$ cat config.mk
export PLATFORM = sky130hd
export DESIGN_NAME = seq_divider
export DESIGN_NICKNAME = d
export VERILOG_FILES = /design/src/rtl/seq_divider_pkg.sv /design/src/rtl/div_step.sv /design/src/rtl/seq_divider.sv
export SDC_FILE = /design/constraint.sdc
export NUM_CORES = 1
export LEC_CHECK = 0
export BUFFER_PORTS_ARGS = -buffer_cell sky130_fd_sc_hd__buf_2
export CORE_ASPECT_RATIO = 0.8
export CORE_MARGIN = 10
export CORE_UTILIZATION = 45
export DETAILED_ROUTE_END_ITERATION = 10
export PLACE_DENSITY = 0.71
export SYNTH_ARGS = -nofsm -noshare
export SYNTH_HDL_FRONTEND = slang
export SYNTH_SLANG_ARGS = --single-unit
$ cat constraint.sdc
create_clock -name i_clk -period 3.37 [get_ports i_clk]
set_input_delay 0.674 -clock i_clk [delete_from_list [all_inputs] [get_ports i_clk]]
set_output_delay 0.674 -clock i_clk [all_outputs]
set_load 0.01 [all_outputs]
$ cat src/rtl/seq_divider_pkg.sv
// Shared state encoding, default width and reset values for seq_divider.
package seq_divider_pkg;

  typedef enum logic [1:0] {
    S_IDLE = 2'd0,
    S_RUN  = 2'd1,
    S_DONE = 2'd2
  } div_state_t;

  localparam int         DIV_W     = 4;
  localparam div_state_t RST_STATE = S_IDLE;
  localparam logic       RST_FLAG  = 1'b0;

  // Counter must hold the value 2W.
  function automatic int cnt_bits(input int w);
    return $clog2(2 * w + 1);
  endfunction

endpackage

$ cat src/rtl/div_step.sv
// One restoring-division step: shift in a dividend bit, subtract divisor if it fits.
module div_step #(
  parameter int W = 4
) (
  input  logic [W:0]   i_rem,
  input  logic         i_bit,
  input  logic [W-1:0] i_divisor,
  output logic [W:0]   o_rem,
  output logic         o_qbit
);

  logic [W:0] w_trial;
  logic [W:0] w_dvs;
  logic       w_unused;

  // R stays below the divisor, so its top bit never reaches the trial value.
  assign w_unused = i_rem[W];
  assign w_trial  = {i_rem[W-1:0], i_bit};
  assign w_dvs    = {1'b0, i_divisor};
  assign o_qbit   = (w_trial >= w_dvs);
  assign o_rem    = o_qbit ? (w_trial - w_dvs) : w_trial;

endmodule

$ cat src/rtl/seq_divider.sv
// Restoring unsigned divider, one quotient bit per clock, done 2W+1 cycles after start; start ignored while busy.
// SEQ_DIVIDER_DBZ_EN: a zero divisor finishes one cycle after start and raises dbz.
module seq_divider
  import seq_divider_pkg::*;
#(
  parameter int W = DIV_W
) (
  input  logic           i_clk,
  input  logic           i_rst,
  input  logic           i_start,
  input  logic [2*W-1:0] i_dividend,
  input  logic [W-1:0]   i_divisor,
  output logic           o_busy,
  output logic           o_done,
  output logic [2*W-1:0] o_quotient,
  output logic [W-1:0]   o_remainder,
  output logic           o_dbz
);

  localparam int          CW       = cnt_bits(W);
  localparam logic [CW-1:0] CNT_LOAD = CW'(2 * W);

  div_state_t     r_state;
  div_state_t     w_state_nxt;
  logic [2*W-1:0] r_dvd;
  logic [2*W-1:0] r_quo_sh;
  logic [2*W-1:0] r_quotient;
  logic [W-1:0]   r_dvs;
  logic [W-1:0]   r_remainder;
  logic [W:0]     r_rem;
  logic [W:0]     w_rem_nxt;
  logic [CW-1:0]  r_cnt;
  logic           w_qbit;
  logic           w_accept;
  logic           w_last;
  logic           w_zero_dvs;

  assign w_accept = (r_state == S_IDLE) && i_start;
  assign w_last   = (r_state == S_RUN) && (r_cnt == CW'(1));

`ifdef SEQ_DIVIDER_DBZ_EN
  assign w_zero_dvs = (i_divisor == '0);
`else
  assign w_zero_dvs = 1'b0;
`endif

  div_step #(.W(W)) u_step (
    .i_rem     (r_rem),
    .i_bit     (r_dvd[2*W-1]),
    .i_divisor (r_dvs),
    .o_rem     (w_rem_nxt),
    .o_qbit    (w_qbit)
  );

  always_ff @(posedge i_clk or posedge i_rst) begin
    if (i_rst) r_state <= RST_STATE;
    else       r_state <= w_state_nxt;
  end

  always_comb begin
    w_state_nxt = r_state;
    case (r_state)
      S_IDLE:  if (i_start) w_state_nxt = w_zero_dvs ? S_DONE : S_RUN;
      S_RUN:   if (r_cnt == CW'(1)) w_state_nxt = S_DONE;
      S_DONE:  w_state_nxt = S_IDLE;
      default: w_state_nxt = S_IDLE;
    endcase
  end

  always_ff @(posedge i_clk or posedge i_rst) begin
    if (i_rst) begin
      r_dvd       <= '0;
      r_dvs       <= '0;
      r_rem       <= '0;
      r_quo_sh    <= '0;
      r_cnt       <= '0;
      r_quotient  <= '0;
      r_remainder <= '0;
    end else if (w_accept) begin
      r_dvd    <= i_dividend;
      r_dvs    <= i_divisor;
      r_rem    <= '0;
      r_quo_sh <= '0;
      r_cnt    <= CNT_LOAD;
      if (w_zero_dvs) begin
        r_quotient  <= '1;
        r_remainder <= i_dividend[W-1:0];
      end
    end else if (r_state == S_RUN) begin
      r_dvd    <= r_dvd << 1;
      r_rem    <= w_rem_nxt;
      r_quo_sh <= {r_quo_sh[2*W-2:0], w_qbit};
      r_cnt    <= r_cnt - CW'(1);
      // Results land on the edge entering DONE so they are valid with done.
      if (w_last) begin
        r_quotient  <= {r_quo_sh[2*W-2:0], w_qbit};
        r_remainder <= w_rem_nxt[W-1:0];
      end
    end
  end

`ifdef SEQ_DIVIDER_DBZ_EN
  logic r_dbz;

  always_ff @(posedge i_clk or posedge i_rst) begin
    if (i_rst)         r_dbz <= RST_FLAG;
    else if (w_accept) r_dbz <= w_zero_dvs;
  end

  assign o_dbz = r_dbz;
`else
  assign o_dbz = 1'b0;
`endif

  assign o_busy      = (r_state != S_IDLE);
  assign o_done      = (r_state == S_DONE);
  assign o_quotient  = r_quotient;
  assign o_remainder = r_remainder;

endmodule

==> PnR_summary.wiki <==
{| class="wikitable"
! Metric !! Value
|-
| Area of combinational cells with multiple inputs || between 800 and 900 µm²
|-
| Synth-to-layout area growth || 15.82%
|-
| Source-to-sink clock delay at the later pin of the worst-skew pair || 0.31 ns
|-
| Total of warnings raised by yosys || 0
|-
| Net count reported at finish || 247
|-
| Fraction of final layout cells with drive strength greater than 1 || 0.2212
|-
| Slew Limit Fails || 0
|-
| Final worst-path cycle share || 0.6327
|-
| Global-route wire length before repair || 7120 µm
|-
| Grt ovf || 0
|-
| Number of inserted diodes || 0
|-
| Antenna violations before repair || 0
|-
| CTS Sinks || 41
|-
| Routability-driven placement congestion ratio || 0.8092
|-
| Sequential cell area in the final layout || 1026 µm²
|-
| Buffers and inverters on the worst path || 1
|-
| Critical-path cell list || nand2b_1 -> or2_1 -> clkinv_2 -> o211ai_1 -> nand3_1
|-
| Critical-path cell with the highest stage delay || or2_1
|-
| Static Leak || 1.099 nW
|-
| Num ports || 30
|-
| Number of search-and-repair iterations in the first detailed-routing pass || 4
|-
| Worst slew margin relative to its limit || 0.4860
|-
| Number of storage elements in the synthesis netlist || 41
|-
| DIE AREA || 7461 µm²
|-
| Remaining design rule violation count || 0
|-
| Critical path class || register to register
|-
| Number of synthesized flops with an enable pin || 0
|-
| Type of destination of the critical path || register
|-
| Maximum clock frequency || ~0.47 GHz
|-
| Crit path arrival time || ~2.3 ns
|-
| Number of hold-repair buffers added at the cts stage || 0
|-
| Vias in the first global route || 1524
|-
| Final TNS setup || 0 ns
|-
| Worst reg2reg setup slack || 1.24 ns
|-
| Area contributors post-synth || dfrtp_1 (52%), nand2_1 (8.7%), ha_1 (3.8%)
|-
| Main flop type after synthesis || dfrtp_1
|-
| Maxcap violations || 0
|-
| Proportion of synthesized flip-flops having asynchronous set or reset || 1.000
|-
| Core Box Area || 4204 µm²
|-
| Clk buf depth || 2
|-
| Result of the run || complete, no violations
|-
| Mapped Avg Cell Area || 9.984 µm²
|-
| Total wire length || about 4200 µm
|-
| Final min period || 2.132 ns
|-
| Count of input and output buffers || 28
|-
| Number of H-tree branching levels || 2
|-
| # setup viols final || 0
|-
| Startpoint kind of the worst setup timing path || register
|-
| Detail-routed net length per standard cell || 14.71 µm
|-
| Finished Layout Cells || 283
|-
| Number of failing hold endpoints at the final stage || 0
|-
| Utilization after layout || 0.5446
|-
| Cts bufs inserted || 5
|-
| VDD IR-drop max || between 0.0004 and 0.0005 V
|-
| Number of cells after detailed placement || approximately 280
|-
| PnR Total Power || 0.002486 W
|-
| Cell Pwr Density || 1086 nW/µm²
|-
| Die Y-Extent || 79.28 µm
|-
| Tightest Hold Check Type || primary input to asynchronous set/reset pin
|-
| CP max stage delay || between 0.5 and 0.6 ns
|-
| Number of nets in the synthesized netlist || 220
|-
| Post-DRT Antenna Nets || 0
|-
| Setup repair after global routing missed its margin || false
|-
| Routed via count divided by cell count || 5.240
|-
| Post-synth cell types || 45
|-
| Clock-pin transition on the worst setup and hold timing paths || 0.09 ns
|-
| Largest clock skew in the final design || 0.01108 ns
|-
| Fraction of the yosys area taken by sequential cells || 0.5190
|-
| Largest net degree at the start of global routing || 28
|-
| CTS tree || built
|-
| Total track usage || 0.1186
|-
| Starting Density || 0.4702
|-
| Root Buffer || clkbuf_8
|-
| Worst slew pin tran || 0.7694 ns
|-
| DRT iter0 DRCs || 104
|-
| Required time of the critical path || 3.57 ns
|-
| Setup Buffers After CTS || 0
|-
| Filler cell count || 378
|-
| Post-detail-place hpwl || just under 3000 µm
|-
| Post-synthesis cell count || 198
|-
| Width of the chip || between 90 and 100 µm
|-
| Largest delay contributor family on the critical path || simple AND/OR/NAND/NOR gates
|-
| Library cell with the largest summed area after synthesis || dfrtp_1
|-
| Largest fanout on the critical path || 17
|-
| Worst Hold Slack || 0.4202 ns
|-
| Vias after detailed routing || 1483
|-
| Total of cells resized after clock tree synthesis || 0
|-
| Synthesized cell area || 1977 µm²
|-
| Post-synth top area share || 0.5190
|-
| Number of standard-cell rows in the floorplan || 21
|}
## kinds of logic (layout without fill, tap and decap cells)
logic type / after synthesis / after routing / share of synthesized area
AND/OR/NAND/NOR: 74 / 74 / 0.1734
AO/OA/AOI/OAI: 51 / 51 / 0.1956
flip-flops: 41 / 41 / 0.5190
buffers and inverters: 21 / 49 / 0.04747
adder cells (fa/ha/maj): 7 / 7 / 0.04810
XOR/XNOR: 2 / 2 / 0.008862
other: 1 / 1 / 0.001897
multiplexers: 1 / 1 / 0.005696
## registers in the layout, indices dropped and copies added (netlist names)
register	cells
o_quotient	8
r_state	2
r_dvs	4
r_dvd	8
r_quo_sh	7
o_remainder	4
r_cnt	4
r_rem	4
## synthesized netlist by cell type (all sizes together), types with 2 or more instances
| library cell | n |
|---|---|
| a211oi | 2 |
| o21ai | 15 |
| nor2 | 7 |
| inv | 9 |
| and2 | 2 |
| ha | 6 |
| clkbuf | 7 |
| o211ai | 2 |
| a21oi | 2 |
| nor2b | 2 |
| buf | 4 |
| a22o | 7 |
| nand2 | 46 |
| a311o | 2 |
| nand2b | 3 |
| nor3b | 2 |
| a22oi | 7 |
| or3 | 2 |
| o31ai | 6 |
| o41ai | 2 |
| nand4 | 2 |
| dfrtp | 41 |
| or2 | 4 |
## worst reg2reg max path: cells and delay by family, from the launching register on
family | cells | cell delay (ns)
compound gates | 1 | 0.16
buf+inv | 1 | 0.32
flops | 1 | 0.52
simple gates | 3 | 1.04
## layout by cell type, fill, tap and decap left out, types with 3 or more instances in the layout
cell type / synthesis / routed
a22o_1: 7 / 7
dfrtp_1: 41 / 41
clkbuf_8: 0 / 5
a22oi_1: 7 / 7
buf_4: 1 / 3
buf_2: 2 / 28
ha_1: 6 / 6
inv_1: 9 / 9
nor2_1: 7 / 7
nand2_1: 46 / 46
o31ai_1: 6 / 6
o21ai_0: 15 / 15
## path summary, 6_finish.rpt
path	start	end	cells past startpoint
min in group i_clk	o_quotient[7]	o_quotient[7]	2
min	i_rst	r_dvd[6]	2
max reg2reg	r_state[1]	o_remainder[2]	5
max	r_state[1]	o_remainder[2]	5
max in group asynchronous	i_rst	r_state[1]	3
min reg2reg	o_quotient[7]	o_quotient[7]	2
## routing by layer
| layer | up-vias | routed length, µm | global-route usage |
|---|---|---|---|
| met5 | - | 0 | 0 |
| met3 | 8 | 309 | 0.04699 |
| met4 | 0 | 51 | 0.03636 |
| met1 | 691 | 2010 | 0.1535 |
| li1 | 746 | - | - |
| met2 | 38 | 1790 | 0.1772 |
## power breakdown
group	switching, W	leakage, nW	internal [W]
Combinational	0.000656	0.511	0.000492
Sequential	0.000157	0.520	0.000709
Clock	0.000177	0.0681	0.000294
Total	0.000990	1.10	0.00150
## final cells by class
| cell class | instances | area share |
|---|---|---|
| Sequential cell | 41 | 0.4481 |
| Timing Repair Buffer | 31 | 0.07104 |
| Clock buffer | 5 | 0.03005 |
| Multi-Input combinational cell | 136 | 0.3743 |
| Inverter | 10 | 0.01694 |
| Clock inverter | 3 | 0.02842 |
| Tap cell | 57 | 0.03115 |
## through the flow
step | instance area [µm²] | worst slack [ns]
detailed placement | 2156 | 1.237
global placement | 2156 | 1.339
global route | 2290 | 0.9831
floorplan | 1977 | 1.588
CTS | 2290 | 1.227
finish | 2290 | 1.238
Power figures use the tool's default switching activity.
